$ cat src/rtl/crc_pkg.sv
// crc_pkg: shared FSM state type and default CRC-8 constants for the serial CRC engine.
package crc_pkg;
  typedef enum logic [1:0] {IDLE, SHIFT, DONE} crc_state_t;
  localparam logic [7:0] CRC8_POLY = 8'h07;
  localparam logic [7:0] CRC8_INIT = 8'h00;
endpackage

$ cat src/rtl/crc_bit_step.sv
// crc_bit_step: combinational one-bit LFSR update (crc_i, bit_in -> crc_o) built from XOR terms only.
module crc_bit_step #(
  parameter int               CRC_W = 8,
  parameter logic [CRC_W-1:0] POLY  = 8'h07
) (
  input  logic [CRC_W-1:0] crc_i,
  input  logic             bit_in,
  output logic [CRC_W-1:0] crc_o
);
  logic fb;
  always_comb begin
    fb    = crc_i[CRC_W-1] ^ bit_in;
    crc_o = {crc_i[CRC_W-2:0], 1'b0} ^ (POLY & {CRC_W{fb}});
  end
endmodule

$ cat src/rtl/crc_serial_engine.sv
// crc_serial_engine: bit-serial CRC over DATA_W-bit words; in_* handshake feeds words, out_* hands off the final CRC; `CRC_REFLECT_EN selects LSB-first input with reflected output.
module crc_serial_engine
  import crc_pkg::*;
#(
  parameter int               CRC_W  = 8,
  parameter int               DATA_W = 8,
  parameter logic [CRC_W-1:0] POLY   = CRC8_POLY,
  parameter logic [CRC_W-1:0] INIT   = CRC8_INIT
) (
  input  logic              clk,
  input  logic              rst_n,
  input  logic              clear,
  input  logic              in_valid,
  output logic              in_ready,
  input  logic [DATA_W-1:0] in_data,
  input  logic              in_last,
  output logic              out_valid,
  input  logic              out_ready,
  output logic [CRC_W-1:0]  out_crc
);
  localparam int CNT_W = $clog2(DATA_W + 1);
  crc_state_t        state_q, state_d;
  logic [CRC_W-1:0]  crc_q, crc_d, crc_nx;
  logic [DATA_W-1:0] sh_q, sh_d, sh_nx;
  logic [CNT_W-1:0]  cnt_q, cnt_d;
  logic              last_q, last_d, in_ready_q, in_ready_d, out_valid_q, out_valid_d, data_bit;
  crc_bit_step #(.CRC_W(CRC_W), .POLY(POLY)) u_step (.crc_i(crc_q), .bit_in(data_bit), .crc_o(crc_nx));
`ifdef CRC_REFLECT_EN
  always_comb begin
    data_bit = sh_q[0];
    sh_nx    = sh_q >> 1;
    for (int i = 0; i < CRC_W; i++) out_crc[i] = crc_q[CRC_W-1-i];
  end
`else
  always_comb begin
    data_bit = sh_q[DATA_W-1];
    sh_nx    = sh_q << 1;
    out_crc  = crc_q;
  end
`endif
  always_comb begin
    state_d = state_q;
    crc_d   = crc_q;
    sh_d    = sh_q;
    cnt_d   = cnt_q;
    last_d  = last_q;
    if (clear) begin
      state_d = IDLE;
      crc_d   = INIT;
      cnt_d   = '0;
      last_d  = 1'b0;
    end else begin
      case (state_q)
        IDLE: if (in_valid) begin
          sh_d    = in_data;
          last_d  = in_last;
          cnt_d   = '0;
          state_d = SHIFT;
        end
        SHIFT: begin
          crc_d = crc_nx;
          sh_d  = sh_nx;
          cnt_d = cnt_q + CNT_W'(1);
          if (cnt_q == CNT_W'(DATA_W - 1)) state_d = last_q ? DONE : IDLE;
        end
        DONE: if (out_ready) begin
          crc_d   = INIT;
          state_d = IDLE;
        end
        default: state_d = IDLE;
      endcase
    end
    // Handshake outputs are registered copies of the next state.
    in_ready_d  = state_d == IDLE;
    out_valid_d = state_d == DONE;
  end
  always_ff @(posedge clk or negedge rst_n) begin
    if (!rst_n) begin
      state_q     <= IDLE;
      crc_q       <= INIT;
      sh_q        <= '0;
      cnt_q       <= '0;
      last_q      <= 1'b0;
      in_ready_q  <= 1'b1;
      out_valid_q <= 1'b0;
    end else begin
      state_q     <= state_d;
      crc_q       <= crc_d;
      sh_q        <= sh_d;
      cnt_q       <= cnt_d;
      last_q      <= last_d;
      in_ready_q  <= in_ready_d;
      out_valid_q <= out_valid_d;
    end
  end
  assign in_ready  = in_ready_q;
  assign out_valid = out_valid_q;
endmodule

$ cat config.mk
export PLATFORM = sky130hd
export DESIGN_NAME = crc_serial_engine
export DESIGN_NICKNAME = d
export VERILOG_FILES = /design/src/rtl/crc_pkg.sv /design/src/rtl/crc_bit_step.sv /design/src/rtl/crc_serial_engine.sv
export SDC_FILE = /design/constraint.sdc
export NUM_CORES = 1
export LEC_CHECK = 0
export ABC_AREA = 1
export CORE_UTILIZATION = 32
export CTS_CLUSTER_SIZE = 8
export DETAILED_ROUTE_END_ITERATION = 16
export PLACE_DENSITY = 0.54
export SLEW_MARGIN = 20
export SYNTH_ARGS = -nofsm -noshare
export SYNTH_HDL_FRONTEND = slang
export SYNTH_HIERARCHICAL = 1
export SYNTH_SLANG_ARGS = --single-unit
$ cat constraint.sdc
create_clock -name clk -period 1.58 [get_ports clk]
set_input_delay 0.158 -clock clk [delete_from_list [all_inputs] [get_ports clk]]
set_output_delay 0.158 -clock clk [all_outputs]
set_load 0.02 [all_outputs]
-- Word level (Yosys, flattened, before mapping)
Index checks and enable logic that the tools add are counted.
W data, S select, Z words.
- input port bits: 14
- register bits after elaboration: 25
- output and inout bits: 10
- logic and storage cells: 46
- reductions and logical operators: 11
- mux-type cells: 17
- add/sub/neg operators: 1
- eq/ne operators: 7
- bitwise logic cells: 3
- operators by type and width (cell ; count):
    $pmux W8 S2 ; 2
    $mux W8 ; 3
    $mux W2 ; 5
    $mux W4 ; 2
    $pmux W4 S2 ; 1
    $xor A8 B3 Y8 ; 1
    $ne A3 B3 Y1 const B ; 2
    $pmux W2 S3 ; 1
    $reduce_and A2 Y1 ; 3
    $reduce_bool A2 Y1 ; 3
    $reduce_bool A3 Y1 ; 2
    $add A4 B1 Y4 const B ; 1
    $eq A2 B2 Y1 const B ; 2
    $eq A4 B3 Y1 const B ; 1
    $logic_not A2 Y1 ; 2
    $mux W1 ; 3
    $reduce_and A3 Y1 ; 1
    $eq A2 B1 Y1 const B ; 1
    $ne A2 B2 Y1 const B ; 1
    $not A1 Y1 ; 1
    $xor A1 B1 Y1 ; 1

-- Depth between registers and ports, before layout
Gate-level depths: netlist of run 1.
- word-level depth: 5
- depth in mapped cells: 7
- gate-level depth less buffers: 6

-- Modules after synthesis
The synthesis of run 1 kept the hierarchy.
- by module, submodules not included (module ; cells each ; sequential area each (µm²) ; area an instance (µm²) ; times used):
    crc_serial_engine ; 140 ; 626.9 ; 1194.9 ; 1
    crc_bit_step ; 21 ; 0.0 ; 106.4 ; 1

-- Worst setup path before layout of run 1
Ideal clock, no wire load.
- path kind: reg-to-reg
- start: register state_q[0]
- end: register crc_q[0], in the netlist out_crc[0]
- path slack: 443 ps
- stages on the path, launching flop included: 8
- library setup time: 128 ps
- required time: 1452 ps
- clock period less this slack: 1137 ps
- buffers on the path: 1
- data arrival time: 1009 ps
- cell sequence: dfrtp_1 > inv_2 > nand2_1 > nor2_1 > nor2_4 > buf_6 > nand2_1 > o21ai_0
- cells in the longest elaborated chain, start to end: 3
- elaborated cells between the ends (all ways): 7
- classes of those cells: 3 x eq/ne; 2 x mux; 2 x reduce/logical
- RTL lines (item ; line ; RTL):
    start, declared ; crc_serial_engine.sv:22 ; crc_state_t state_q, state_d;
    start signal, assigned ; crc_serial_engine.sv:87 ; state_q <= state_d;
    $eq A2 B2 Y1 / $eq A2 B1 Y1 (equally long branches) ; crc_serial_engine.sv:53 ; case (state_q)
    $pmux W8 S2, or another cell as far along ; crc_serial_engine.sv:53 ;
    $mux W8 / $reduce_and A2 Y1 (equally long branches) ; n/a ;
    end signal, assigned ; crc_serial_engine.sv:88 ; crc_q <= crc_d;
    end, declared ; crc_serial_engine.sv:23 ; logic [CRC_W-1:0] crc_q, crc_d, crc_nx;
Parallel ways exist; a longest one is shown, timed or not.
A chain may end at the register's enable or synchronous reset.

-- Final worst setup path of run 1
- start: register in_ready_q, in the netlist in_ready
- end: output port in_ready
- RTL lines (item ; line ; RTL):
    start, declared ; crc_serial_engine.sv:26 ; logic last_q, last_d, in_ready_q, in_ready_d, out_valid_q, out_valid_d, data_bit;
    start signal, assigned ; crc_serial_engine.sv:92 ; in_ready_q <= in_ready_d;
    end, declared ; crc_serial_engine.sv:14 ; output logic in_ready,
No word-level cell between the ends.

==> run summary, run 1 <==
Critical path
- endpoint class of the critical path: primary output
- capturing point of the worst reg2reg path: out_crc[6]$_DFFE_PN0P_
- startpoint types: flop
- CP max-delay cell: clkdlybuf4s50_1
- crit path buf inv count: 1
- worst endpoint data arrival time: 1390 ps
- classification of the worst setup path: flop to primary output
- launching point of the worst reg2reg path: state_q[1]$_DFF_PN0_
- flop2flop setup slack: 230 ps
- WP depth: 1
- worst-path fanout max: 1
- count of cells along the worst register-to-register path: 5
- cell type group with the largest total delay on the critical path: buffers and inverters
- cell-by-cell trace of the critical path: clkdlybuf4s50_1
- maximum single-stage delay on the critical path: 600 ps
- required arrival time at the worst endpoint: 1420 ps

Synth
- Synth Area per Inst: 8.08 sq um
- sequential-to-total area share from yosys stat: 0.482
- top cell type by total area after synthesis: dfrtp_1
- net count of the mapped netlist: 176
- area share of the largest cell type after synthesis: 0.462
- unique cell type count in the Yosys netlist: 21
- Yosys reg bits: 25
- instance count of the mapped netlist: 161
- number of synthesis warnings: 6
- cell area after synthesis: 1300 sq um
- top post-synthesis cells by area: dfrtp_1 (46%), nand2_1 (15%), o21ai_0 (5.8%), nand3_1 (5.0%), inv_1 (4.3%)

Timing
- endpoints failing setup: 0
- portion of the clock cycle consumed by the worst path in the final layout: 0.979
- Relative slew margins: 0.767
- summed negative setup slack over all endpoints: 0 ps
- Fmax achieved: 647 MHz
- unrepaired setup endpoints after global routing: false
- Tmin final: 1550 ps
- max-slew violations: 0
- final hold violation count: 0
- worst-case clock skew: 11.1 ps
- transition time at the pin with the least slew margin: 348 ps

Floorplanning
- starting density of the core: 0.345
- overall die area: 4330 sq um
- Std-Cell Rows: 22
- IO Count: 24
- die height: 65.8 microns
- CORE AREA: 3770 sq um
- DIE WIDTH: 65.8 microns

Job
- number of maximum-capacitance violations: 0

Global route
- number of global-route vias before repair: 965
- aggregate global-route resource usage: 0.125
- first-pass GRT wire length: 4.13 mm
- global route overflow: 0
- pin count of the biggest net entering global routing: 26
- initial antenna violation count: 0

Placement
- GPL Wtd Cong: 0.714
- cell count after placement: 225
- DP HPWL: 1.74 mm
- quantity of I/O buffers inserted on ports: 23

Route
- total number of vias: 1,055
- total iterations of the first detailed-routing run: 5
- DRC viols: 0
- count of antenna-violating nets left after detailed routing: 0
- final WL: 2.35 mm
- Avg Vias per Cell: 4.61
- number of design-rule violations left by the first detailed-router iteration: 60
- wire length per cell after detailed routing: 10.3 microns

Min path
- type of the most critical hold path: input port to asynchronous set/reset pin

Finish
- net count reported at finish: 197
- Area Growth Syn to Fin: 21.1%
- fraction of final layout cells with drive strength greater than 1: 0.0939
- non-filler instance count after layout: 229
- total inserted antenna cells: 0

Clock tree
- clock tree from TritonCTS: done
- clk slew on worst S/H paths: 90 ps
- count of cells resized by post-cts repair: 0
- Num CTS Buffers: 3
- htree depth: 1
- Post-CTS Hold Fix Bufs: 0
- buffers from clock root to sink, at most: 2
- Sinks on Clock Net: 25
- clock latency on the worst-skew pair: 270 ps
- CTS root buffer: clkbuf_8
- Setup Fix Bufs, Post-CTS: 0

Pwr
- sequential cell fraction of total power: 0.524
- Lkg Pwr: 0.732 nW
- NetSw: 0.398 mW
- share of power burned in the clock network: 0.265
- share of total power in combinational logic: 0.212
- worst vdd ir: 0.389 mV
- ratio of total power to cell area: 897 nW/um^2
- internal power consumption: 1.01 mW
- net switching share of the total power: 0.282

Outcome
- result of the run: complete, no violations

## power groups by stage
stage | Sequential, mW | Clock (mW) | Combinational (mW)
floorplan | 0.772 | 0 | 0.185
global placement | 0.751 | 0 | 0.295
detailed placement | 0.754 | 0 | 0.302
CTS | 0.741 | 0.392 | 0.304
global route | 0.748 | 0.416 | 0.341
finish | 0.740 | 0.374 | 0.299
## per-stage QoR
step                      power [mW]  hold slack (ps)   util  setup WS [ps]  cell area (sq um)
final                           1.41              249  0.418           33.5               1580
after global placement          1.05              472  0.406            107               1530
after global routing            1.51              277  0.418           10.1               1580
after floorplan                0.957             -138      -            443               1300
after CTS                       1.44              264  0.418           26.0               1580
after detailed placement        1.06              488  0.406           38.3               1530
## placed cells by master (no fill, tap or decap), drive strengths merged
cell type and n:
clkbuf 4, ha 1, clkdlybuf4s50 23, inv 18, nor2 8, o21bai 1, xnor2 1, a21oi 4
nand2 54, o31ai 1, nand3 13, buf 3, o21ai 25, dfrtp 24, dfstp 1
## cell usage after synthesis
| library cell | number |
|---|---|
| a21oi_1 | 4 |
| o21ai_2 | 3 |
| ha_1 | 1 |
| dfrtp_1 | 24 |
| inv_4 | 1 |
| o31ai_1 | 1 |
| nand2_1 | 53 |
| o21bai_1 | 1 |
| inv_2 | 2 |
| buf_6 | 3 |
| nand3_1 | 13 |
| inv_1 | 15 |
| nor2_4 | 3 |
| xnor2_1 | 1 |
| nand2_4 | 1 |
| o21ai_1 | 7 |
| nor2_1 | 5 |
| o21ai_0 | 15 |
| buf_2 | 1 |
| dfstp_2 | 1 |
| buf_4 | 6 |
## layout make-up
type / instances / area (sq um)
Clock buffer: 4 / 45.0
Fill cell: 362 / 2200
Inverter: 18 / 70.1
Multi-Input combinational cell: 108 / 520
Sequential cell: 25 / 627
Tap cell: 48 / 60.1
Timing Repair Buffer: 26 / 253
## kinds of logic after synthesis
kind of cell    after synthesis  synth area share
buf+inv                      28             0.118
compound gates               31             0.132
xor+xnor                      1           0.00673
simple gates                 75             0.252
flops                        25             0.482
fa+ha+maj                     1           0.00961
## worst register-to-register path: cells and delay by family (launching register included)
kind	cells	cell delay, ps
simple gates	3	570
flops	1	400
compound gates	1	160
buf+inv	1	80
## layer usage
| layer | GRT usage | share of wire | up-vias |
|---|---|---|---|
| met5 | 0 | 0 | - |
| met4 | 0.0571 | 0.0060 | 0 |
| met3 | 0.0155 | 0.044 | 2 |
| met2 | 0.204 | 0.43 | 24 |
| met1 | 0.163 | 0.52 | 484 |
| li1 | - | - | 545 |
## worst max path at each step
stage / slack, ps / from / endpoint
2_1_floorplan: 440 / state_q[0]$_DFF_PN0_ / out_crc[0]$_DFFE_PN0P_
3_3_place_gp: 110 / clear / out_crc[0]$_DFFE_PN0P_
3_5_place_dp: 40 / clear / out_crc[6]$_DFFE_PN0P_
4_1_cts: 30 / in_ready$_DFF_PN1_ / in_ready
5_1_grt: 10 / in_ready$_DFF_PN1_ / in_ready
6_report: 30 / in_ready$_DFF_PN1_ / in_ready
## sequential cells by signal, summed over array words and instances, names as in the netlist
register and count:
out_crc 8, cnt_q 4, in_ready 1, state_q 2, last_q 1, out_valid 1, sh_q 8
(Power assumes the default switching activity.)
==> run 2, diff against run 1 <==
==> constraint.sdc (replaced) <==
create_clock -name clk -period 1.58 [get_ports clk]
set_input_delay 0.158 -clock clk [delete_from_list [all_inputs] [get_ports clk]]
set_output_delay 0.158 -clock clk [all_outputs]
set_load 0.01 [all_outputs]
==> results of run 2 <==
The final DEF is identical to that of run 1. Status: complete, no violations.
Among the figures that moved: setup slack after layout 33.5 ps -> 101 ps; total power 1.41 mW -> 1.40 mW
==> run 3, diff against run 2 <==
--- a/config.mk
+++ b/config.mk
@@ -9,7 +9,7 @@
 export CORE_UTILIZATION = 32
 export CTS_CLUSTER_SIZE = 8
 export DETAILED_ROUTE_END_ITERATION = 16
-export PLACE_DENSITY = 0.54
+export PLACE_DENSITY = 0.49
 export SLEW_MARGIN = 20
 export SYNTH_ARGS = -nofsm -noshare
 export SYNTH_HDL_FRONTEND = slang
==> run summary, run 3 (synthesis gave the netlist of run 1 again) <==
Outcome
- result of the run: complete, no violations

Clock tree
- buffers from clock root to sink, at most: 2, unchanged
- Post-CTS Hold Fix Bufs: 0, unchanged
- clk slew on worst S/H paths: 90 ps, about the same
- Num CTS Buffers: 3, unchanged
- Setup Fix Bufs, Post-CTS: 0, unchanged
- CTS root buffer: clkbuf_8
- Sinks on Clock Net: 25, unchanged
- clock latency on the worst-skew pair: 270 ps, about the same
- count of cells resized by post-cts repair: 0, unchanged
- clock tree from TritonCTS: done
- htree depth: 1, unchanged

Floorplanning
- IO Count: 24, unchanged
- die height: 65.8 microns, unchanged
- Std-Cell Rows: 22, unchanged
- starting density of the core: 0.345, unchanged
- CORE AREA: 3770 sq um, unchanged
- DIE WIDTH: 65.8 microns, unchanged
- overall die area: 4330 sq um, unchanged

Timing
- unrepaired setup endpoints after global routing: false
- transition time at the pin with the least slew margin: 347 ps, -1.29 ps
- summed negative setup slack over all endpoints: 0 ps, unchanged
- Tmin final: 1480 ps
- portion of the clock cycle consumed by the worst path in the final layout: 0.936
- endpoints failing setup: 0, unchanged
- max-slew violations: 0, unchanged
- worst-case clock skew: 10.6 ps, -0.498 ps
- Relative slew margins: 0.768, +0.000863
- Fmax achieved: 676 MHz
- final hold violation count: 0, unchanged

Route
- number of design-rule violations left by the first detailed-router iteration: 67, +12%
- total iterations of the first detailed-routing run: 4, -1
- wire length per cell after detailed routing: 10.7 microns, +4.6%
- Avg Vias per Cell: 4.48, -2.8%
- DRC viols: 0, unchanged
- final WL: 2.46 mm, +4.6%
- total number of vias: 1,025, -2.8%
- count of antenna-violating nets left after detailed routing: 0, unchanged

Global route
- first-pass GRT wire length: 4.24 mm, +2.7%
- initial antenna violation count: 0, unchanged
- global route overflow: 0, unchanged
- aggregate global-route resource usage: 0.129, +0.00413
- pin count of the biggest net entering global routing: 26, unchanged
- number of global-route vias before repair: 953, -1.2%

Critical path
- cell type group with the largest total delay on the critical path: flip-flops
- endpoint class of the critical path: primary output
- CP max-delay cell: dfstp_2
- cell-by-cell trace of the critical path: clkdlybuf4s50_1
- flop2flop setup slack: 240 ps, about the same
- maximum single-stage delay on the critical path: 530 ps
- worst endpoint data arrival time: 1320 ps
- worst-path fanout max: 1, unchanged
- WP depth: 1, unchanged
- required arrival time at the worst endpoint: 1420 ps, about the same
- crit path buf inv count: 1, unchanged
- startpoint types: flop
- classification of the worst setup path: flop to primary output
- count of cells along the worst register-to-register path: 5, unchanged

Finish
- total inserted antenna cells: 0, unchanged
- net count reported at finish: 197, unchanged
- fillers: 377, +4.1%
- most frequent cells in the layout: nand2_1 (53), dfrtp_1 (24), clkdlybuf4s50_1 (23)
- Area Growth Syn to Fin: 21.3%
- fraction of final layout cells with drive strength greater than 1: 0.0994, +0.00552
- storage element area: 627 sq um, unchanged
- area of combinational cells with multiple inputs: 520 sq um, unchanged
- most common cell after layout, fill and taps aside: nand2_1

Job
- number of maximum-capacitance violations: 0, unchanged

Min path
- type of the most critical hold path: input port to asynchronous set/reset pin

Placement
- GPL Wtd Cong: 0.746, +4.5%
- DP HPWL: 1.79 mm, +3.2%
- quantity of I/O buffers inserted on ports: 23, unchanged

Pwr
- overall power consumption: 1.41 mW
- ratio of total power to cell area: 892 nW/um^2
- Lkg Pwr: 0.731 nW, -0.14%
- worst vdd ir: 0.481 mV

## run 3: cell count changes in the layout (fill, tap and decap cells not counted), sizes merged
cell / delta
clkinvlp: +1
clkbuf: -1
## run 3: layer usage
layer | global-route usage | vias to the layer above | share of wire
met2 | 0.214 | 16 | 0.47
met4 | 0.0272 | 0 | 0.0073
met3 | 0.0379 | 2 | 0.039
met5 | 0 | - | 0
met1 | 0.164 | 459 | 0.48
li1 | - | 548 | -
## run 3: final timing paths
path                                      startpoint                endpoint
worst min register to register   sh_q[0]$_DFFE_PN0P_     sh_q[0]$_DFFE_PN0P_
max in group asynchronous                      rst_n      in_ready$_DFF_PN1_
worst max-delay path              in_ready$_DFF_PN1_                in_ready
min in group clk                          in_data[0]     sh_q[0]$_DFFE_PN0P_
worst min-delay path                           rst_n  out_crc[4]$_DFFE_PN0P_
worst max register to register  state_q[1]$_DFF_PN0_  out_crc[1]$_DFFE_PN0P_
## run 3: worst reg2reg max path, delay by kind of cell, from the launching register on
kind	cells	cell delay, ps
flops	1	400
simple gates	3	580
buf+inv	1	80
compound gates	1	160
## run 3: per-stage QoR
stage	utilization	hold slack (ps)	setup slack [ps]	instance area, sq um	instances
CTS	0.419	251	81.3	1580	229
floorplan	-	-138	446	1300	161
finish	0.419	239	101	1580	229
global placement	0.406	479	141	1530	225
global route	0.419	259	61.0	1580	229
detailed placement	0.406	473	96.7	1530	225
## run 3: where the power goes
part | leakage [nW] | switching, mW | internal (mW)
clock network | 0.0217 | 0.204 | 0.178
logic | 0.381 | 0.154 | 0.131
registers | 0.328 | 0.0384 | 0.703
## run 3: layout make-up
class	instances	share of cell area
multi-input cells	108	0.330
clock inverters	1	0.00475
inverters	18	0.0444
well taps	48	0.0380
repair buffers	26	0.160
clock buffers	3	0.0261
flip-flops and latches	25	0.397
